$ cat src/rtl/acc_dump_ctrl_pkg.sv
// Shared correlator definitions for the accumulator bank and its readout.
// Bus packing helpers are also used by the data_acc array wrapper.
package acc_dump_ctrl_pkg;

  localparam int ACC_DATA_WIDTH_DEF = 16;
  localparam int CORR_NUM_DEF       = 8;
  localparam int IDX_WIDTH_DEF      = 3;

  // One readout beat carries an I lane and a Q lane.
  localparam int IQ_LANES = 2;

  typedef enum logic {
    ST_IDLE = 1'b0,
    ST_SEND = 1'b1
  } dump_state_t;

  // Lowest bit of channel ch in a flat accumulator bus of w-bit lanes.
  function automatic int acc_lsb(input int ch, input int w);
    return ch * w;
  endfunction

endpackage

$ cat src/rtl/acc_dump_ctrl_if.sv
// Valid/ready readout stream: one correlator channel {I, Q} per beat.
interface acc_dump_if
  import acc_dump_ctrl_pkg::*;
#(
  parameter int ACC_DATA_WIDTH = ACC_DATA_WIDTH_DEF,
  parameter int IDX_WIDTH      = IDX_WIDTH_DEF
) ();

  logic                               out_valid;
  logic                               out_ready;
  logic [IQ_LANES*ACC_DATA_WIDTH-1:0] out_data;
  logic [IDX_WIDTH-1:0]               out_index;
  logic                               out_last;

  modport master (
    output out_valid, out_data, out_index, out_last,
    input  out_ready
  );

  modport slave (
    input  out_valid, out_data, out_index, out_last,
    output out_ready
  );

endinterface

$ cat src/rtl/acc_dump_ctrl.sv
// Snapshots all correlator I/Q accumulators on dump_req and streams them out one channel per beat.
// First beat is valid the cycle after dump_req; beats hold stable under backpressure.
module acc_dump_ctrl
  import acc_dump_ctrl_pkg::*;
#(
  parameter int ACC_DATA_WIDTH = ACC_DATA_WIDTH_DEF,
  parameter int CORR_NUM       = CORR_NUM_DEF,
  parameter int IDX_WIDTH      = IDX_WIDTH_DEF
) (
  input  logic                               clk,
  input  logic                               rst_b,
  input  logic                               dump_req,
  input  logic [CORR_NUM*ACC_DATA_WIDTH-1:0] i_acc_bus,
  input  logic [CORR_NUM*ACC_DATA_WIDTH-1:0] q_acc_bus,
  output logic                               acc_clear,
  output logic                               busy,
  output logic                               overrun,
  input  logic                               overrun_clr,
  acc_dump_if.master                         out_if
);

  localparam int W = ACC_DATA_WIDTH;
  localparam logic [IDX_WIDTH-1:0] LAST_IDX = IDX_WIDTH'(CORR_NUM - 1);

  dump_state_t               r_state;
  logic [IDX_WIDTH-1:0]      r_idx;
  logic [W-1:0]              r_shadow_i [CORR_NUM];
  logic [W-1:0]              r_shadow_q [CORR_NUM];
  logic [IQ_LANES*W-1:0]     r_data;
  logic                      r_valid;
  logic                      r_last;
  logic                      r_busy;
  logic                      r_overrun;

  logic                      w_fire;
  logic                      w_final;
  logic                      w_capture;
  logic                      w_lost;
  logic [IDX_WIDTH-1:0]      w_idx_nxt;

  assign w_fire    = r_valid & out_if.out_ready;
  assign w_final   = w_fire & r_last;
  // A dump is taken when idle or when the last beat leaves on the same edge.
  assign w_capture = dump_req & ((r_state == ST_IDLE) | w_final);
  assign w_lost    = dump_req & (r_state == ST_SEND) & ~w_final;
  assign w_idx_nxt = r_idx + IDX_WIDTH'(1);

  // The accumulators must restart on every boundary, even when the snapshot is dropped.
  assign acc_clear = dump_req;

  always_ff @(posedge clk or negedge rst_b) begin
    if (!rst_b) begin
      for (int k = 0; k < CORR_NUM; k++) begin
        r_shadow_i[k] <= '0;
        r_shadow_q[k] <= '0;
      end
    end else if (w_capture) begin
      for (int k = 0; k < CORR_NUM; k++) begin
        r_shadow_i[k] <= i_acc_bus[acc_lsb(k, W) +: W];
        r_shadow_q[k] <= q_acc_bus[acc_lsb(k, W) +: W];
      end
    end
  end

  always_ff @(posedge clk or negedge rst_b) begin
    if (!rst_b) begin
      r_state <= ST_IDLE;
      r_idx   <= '0;
      r_data  <= '0;
      r_valid <= 1'b0;
      r_last  <= 1'b0;
      r_busy  <= 1'b0;
    end else if (w_capture) begin
      // Beat 0 comes straight from the bus so it is valid the cycle after the dump.
      r_state <= ST_SEND;
      r_idx   <= '0;
      r_data  <= {i_acc_bus[W-1:0], q_acc_bus[W-1:0]};
      r_valid <= 1'b1;
      r_last  <= 1'b0;
      r_busy  <= 1'b1;
    end else if (w_final) begin
      r_state <= ST_IDLE;
      r_valid <= 1'b0;
      r_last  <= 1'b0;
      r_busy  <= 1'b0;
    end else if (w_fire) begin
      r_idx   <= w_idx_nxt;
      r_data  <= {r_shadow_i[w_idx_nxt], r_shadow_q[w_idx_nxt]};
      r_last  <= (w_idx_nxt == LAST_IDX);
    end
  end

  always_ff @(posedge clk or negedge rst_b) begin
    if (!rst_b) begin
      r_overrun <= 1'b0;
    end else if (w_lost) begin
      r_overrun <= 1'b1;
    end else if (overrun_clr) begin
      r_overrun <= 1'b0;
    end
  end

  assign out_if.out_valid = r_valid;
  assign out_if.out_data  = r_data;
  assign out_if.out_index = r_idx;
  assign out_if.out_last  = r_last;
  assign busy             = r_busy;
  assign overrun          = r_overrun;

endmodule

$ cat src/flat_wrapper.sv
// flat-port wrapper written by rule: the top's interface ports become plain ports
module acc_dump_ctrl_flat import acc_dump_ctrl_pkg::*;
#(
  parameter int ACC_DATA_WIDTH = ACC_DATA_WIDTH_DEF,
  parameter int CORR_NUM       = CORR_NUM_DEF,
  parameter int IDX_WIDTH      = IDX_WIDTH_DEF
)
  (clk, rst_b, dump_req, i_acc_bus, q_acc_bus, acc_clear, busy, overrun, overrun_clr, out_if_out_valid, out_if_out_data, out_if_out_index, out_if_out_last, out_if_out_ready);
  acc_dump_if #(.ACC_DATA_WIDTH(ACC_DATA_WIDTH), .IDX_WIDTH(IDX_WIDTH)) out_if_i ();
  input  logic clk;
  input  logic rst_b;
  input  logic dump_req;
  input  logic [CORR_NUM*ACC_DATA_WIDTH-1:0] i_acc_bus;
  input  logic [CORR_NUM*ACC_DATA_WIDTH-1:0] q_acc_bus;
  output logic acc_clear;
  output logic busy;
  output logic overrun;
  input  logic overrun_clr;
  output wire logic [$bits(out_if_i.out_valid)-1:0] out_if_out_valid;
  output wire logic [$bits(out_if_i.out_data)-1:0] out_if_out_data;
  output wire logic [$bits(out_if_i.out_index)-1:0] out_if_out_index;
  output wire logic [$bits(out_if_i.out_last)-1:0] out_if_out_last;
  input wire logic [$bits(out_if_i.out_ready)-1:0] out_if_out_ready;
  assign out_if_out_valid = out_if_i.out_valid;
  assign out_if_out_data = out_if_i.out_data;
  assign out_if_out_index = out_if_i.out_index;
  assign out_if_out_last = out_if_i.out_last;
  assign out_if_i.out_ready = out_if_out_ready;
  acc_dump_ctrl #(.ACC_DATA_WIDTH(ACC_DATA_WIDTH), .CORR_NUM(CORR_NUM), .IDX_WIDTH(IDX_WIDTH)) u_core (.clk(clk), .rst_b(rst_b), .dump_req(dump_req), .i_acc_bus(i_acc_bus), .q_acc_bus(q_acc_bus), .acc_clear(acc_clear), .busy(busy), .overrun(overrun), .overrun_clr(overrun_clr), .out_if(out_if_i));
endmodule
$ cat config.mk
export PLATFORM = sky130hd
export DESIGN_NAME = acc_dump_ctrl_flat
export DESIGN_NICKNAME = d
export VERILOG_FILES = /design/src/rtl/acc_dump_ctrl_pkg.sv /design/src/rtl/acc_dump_ctrl_if.sv /design/src/rtl/acc_dump_ctrl.sv /design/src/flat_wrapper.sv
export SDC_FILE = /design/constraint.sdc
export NUM_CORES = 1
export LEC_CHECK = 0
export ABC_CLOCK_PERIOD_IN_PS = 5770
export CAP_MARGIN = 10
export CORE_MARGIN = 2
export CORE_UTILIZATION = 25
export CTS_BUF_LIST = sky130_fd_sc_hd__clkbuf_4
export DETAILED_ROUTE_END_ITERATION = 12
export SYNTH_ARGS = -nofsm -noshare
export SYNTH_HDL_FRONTEND = slang
export SYNTH_SLANG_ARGS = --single-unit
$ cat constraint.sdc
create_clock -name clk -period 5.77 [get_ports clk]
set_input_delay 1.154 -clock clk [delete_from_list [all_inputs] [get_ports clk]]
set_output_delay 1.154 -clock clk [all_outputs]
set_load 0.02 [all_outputs]
==> metrics.md <==
| Metric | Value |
|---|---|
| GPL Wtd Cong | 0.7570 |
| Count of antenna-violating nets left after detailed routing | 0 |
| Worst-path fanout max | 26 |
| Root Driver | clkbuf_4 |
| Pins Over Slew Limit | 0 |
| Register area share after synthesis | 53.96% |
| Detailed Route WL | 44,330 um |
| Final period utilization | 60.27% |
| Placed Area | 17,280 um2 |
| Post-synth top area cell | dfrtp_1 |
| Fmax | 287.6 MHz |
| Worst path bufs/invs | 1 |
| Area share of the largest cell type after synthesis | 53.96% |
| Synthesized cell area | 13,630 um2 |
| Largest net degree at the start of global routing | 119 |
| Post-synthesis compound-gate area fraction | 7.901% |
| Post-synthesis cell type count | 31 |
| Maximum Capacitance Violations | 0 |
| # H-tree levels | 3 |
| Post-Syn Instances | 1,124 |
| Num Clock Sinks | 294 |
| Net count, final | 1,699 |
| CP arrival | 2320 ps |
| Pre-Repair DR Iteration Count | 5 |
| Post-route design area | 18,390 um2 |
| Via density | 4.769 |
| PortBufs | 300 |
| Area growth syn-to-layout | 34.89% |
| Final Hold Fails | 0 |
| Global-route wire length before repair | 68,500 um |
| Post-Synth Adder-Cell Area | 0.1835% |
| Yosys Warn Count | 0 |
| Initial Util | 25.29% |
| Synth Area in Simple Gates | 8.167% |
| Clk slew on worst S/H paths | 60 ps |
| FF-to-FF path depth | 7 |
| Std-Cell Rows | 85 |
| Setup TNS | 0 ps |
| Die Wd | 237.5 um |
| Final HPWL DP | 29,400 um |
| DRC Markers | 0 |
| Slew Limit Headroom | 32.12% |
| Leakage | 0.007988 uW |
| Critical Path Slowest Stage Cell | dfrtp_2 |
| CTS resizes | 0 |
| Total global-route track usage | 15.99% |
| Io pins | 301 |
| Max incr delay on CP | 780 ps |
| Setup violators final | 0 |
| Post-DR wirelength/cell | 20.22 um |
| Max IR drop VDD | 319.8 uV |
| Tightest Pin Transition | 1018 ps |
| # Post-CTS Setup Buffers | 0 |
| CP Depth | 1 |
| Syn avg cell area | 12.13 um2 |
| Final min period | 3477 ps |
| Startpoint Class | register |
| Power per cell area | 545.6 nW/um2 |
| Crit end category | output pin |
| Cell Chain, Critical Path | clkdlybuf4s50_1 |
| 1st-iter DRT viols | 704 |
| Hold Crit Class | input pin to asynchronous set/reset pin |
| Outcome | completed |
| Vias post-DR | 10,450 |
| Worst r2r src | u_core.out_if.out_index[0]$_DFFE_PN0P_ |
| Flop-to-flop setup slack | 2660 ps |
| Launch point of the worst path | u_core.r_state$_DFFE_PN0P_ |
| Critical path capture point | out_if_out_valid |
| Worst skew pair latency | 790 ps |
| FF+latch count, synth | 294 |
| XOR/XNOR Fraction of Synth Area | 0.1285% |
| Die area | 56,420 um2 |
| Largest delay share family, worst path | flip-flops |
| Core Area | 53,920 um2 |
| WS Path Type | register to output pin |
| Layout cell share with drive strength beyond 1 | 12.04% |
| CTS tree | done |
| Initial antenna violation count | 9 |
| Maximum root-to-sink buffer count | 3 |
| Reg2reg end | u_core.out_if.out_data[15]$_DFFE_PN0P_ |
| Vias in the first global route | 11,400 |
| Clk_skew | 45.50 ps |
| Hold_buf cts | 0 |
| RSZ-0062 raised after global routing | no |
| Leading post-synthesis cells by cell area | dfrtp_1 54%, mux2_1 20%, mux2i_1 4.8%, nand2_1 3.6%, a41o_1 2.3% |
| Worst EP required | 4620 ps |
| Post-synthesis mux area share | 25.92% |
| Die span in y | 237.5 um |
| GRT overflow | 0 |
| CTS Buf Count | 84 |
| Largest family of logic cells by synthesized area | multiplexers |
| Synthesized Nets | 1,387 |
==> cells in the mapped netlist <==
cell type	n
xnor2_1	1
nor2_1	68
a22o_1	3
nor2b_1	2
buf_1	2
and3_1	1
buf_6	2
or2_2	1
mux2_1	240
nand2_1	130
a22oi_1	32
a221oi_1	32
a41o_1	32
ha_1	2
mux2_2	16
a21oi_1	1
o31ai_1	1
mux2i_1	65
inv_1	4
o22ai_1	1
o2bb2ai_1	1
buf_4	32
buf_2	12
clkbuf_1	44
and2_1	2
nand3_1	64
o21ai_0	35
nand2b_1	2
dfrtp_1	294
a21boi_1	1
xor2_1	1
==> per-stage QoR <==
step | utilization, % | setup slack, ps | total power (uW) | std cells | hold WS (ps)
global route | 34.11 | 2137 | 10810 | 2192 | 247.5
global placement | 32.04 | 2459 | 7976 | 2046 | 472.3
floorplan | - | 3328 | 6384 | 1124 | 463.5
detailed placement | 32.04 | 2431 | 8110 | 2046 | 480.2
finish | 34.11 | 2293 | 10030 | 2192 | 321.8
CTS | 34.10 | 2159 | 10240 | 2191 | 243.6
==> state kept, by name, indices dropped and copies added, names as in the netlist <==
name                     count
u_core.overrun               1
u_core.out_if.out_last       1
u_core.out_if.out_index      3
u_core.r_shadow_i          128
u_core.r_state               1
u_core.out_if.out_data      32
u_core.r_shadow_q          128
==> report_power, final <==
part	internal [uW]	leakage (uW)	total, uW	switching, uW
Sequential	3090	0.00358	3670	580
Combinational	1910	0.00376	4310	2410
Clock	1130	0.000654	2050	923
==> how the worst min path moves through the flow <==
stage,end,slack (ps),depth (start not counted)
after global routing,u_core.r_shadow_q[17]$_DFFE_PN0P_,250,1
after global placement,u_core.r_shadow_i[74]$_DFFE_PN0P_,470,1
after detailed placement,u_core.r_shadow_q[69]$_DFFE_PN0P_,480,1
after CTS,u_core.r_shadow_q[17]$_DFFE_PN0P_,240,1
after floorplan,u_core.r_shadow_i[64]$_DFFE_PN0P_,460,1
final,u_core.r_shadow_q[17]$_DFFE_PN0P_,320,1
==> logic make-up (layout without fill, tap and decap cells) <==
logic type,Yosys count,in the layout
XOR/XNOR,2,2
AO/OA/AOI/OAI,139,139
buffers and inverters,96,467
AND/OR/NAND/NOR,270,270
flip-flops,294,294
adder cells (fa/ha/maj),2,2
multiplexers,321,321
other,0,1
==> layout make-up <==
| class | instances | area [um2] |
|---|---|---|
| multi-input cells | 734 | 5836 |
| fillers | 5336 | 35530 |
| well taps | 696 | 870.8 |
| diodes | 1 | 2.502 |
| repair buffers | 318 | 3198 |
| clock buffers | 119 | 893.4 |
| clock inverters | 26 | 217.7 |
| flip-flops and latches | 294 | 7358 |
| inverters | 4 | 15.01 |
==> layer usage <==
metal | vias to the layer above | routed length [um] | GRT usage [%]
met4 | 14 | 1007 | 5.470
met3 | 85 | 3261 | 4.936
met1 | 5236 | 19180 | 20.08
met2 | 388 | 20790 | 26.06
met5 | - | 92 | 0
li1 | 4731 | - | -
==> layout by cell type, fill, tap and decap left out, drive strengths merged, types with 2 or more instances in the layout <==
cell type | synthesis | routed
a221oi | 32 | 32
a22o | 3 | 3
a22oi | 32 | 32
a41o | 32 | 32
and2 | 2 | 2
buf | 48 | 21
bufinv | 0 | 4
clkbuf | 44 | 119
clkdlybuf4s50 | 0 | 297
clkinv | 0 | 20
dfrtp | 294 | 294
ha | 2 | 2
inv | 4 | 5
mux2 | 256 | 256
mux2i | 65 | 65
nand2 | 130 | 130
nand2b | 2 | 2
nand3 | 64 | 64
nor2 | 68 | 68
nor2b | 2 | 2
o21ai | 35 | 35
(Power assumes the default switching activity.)
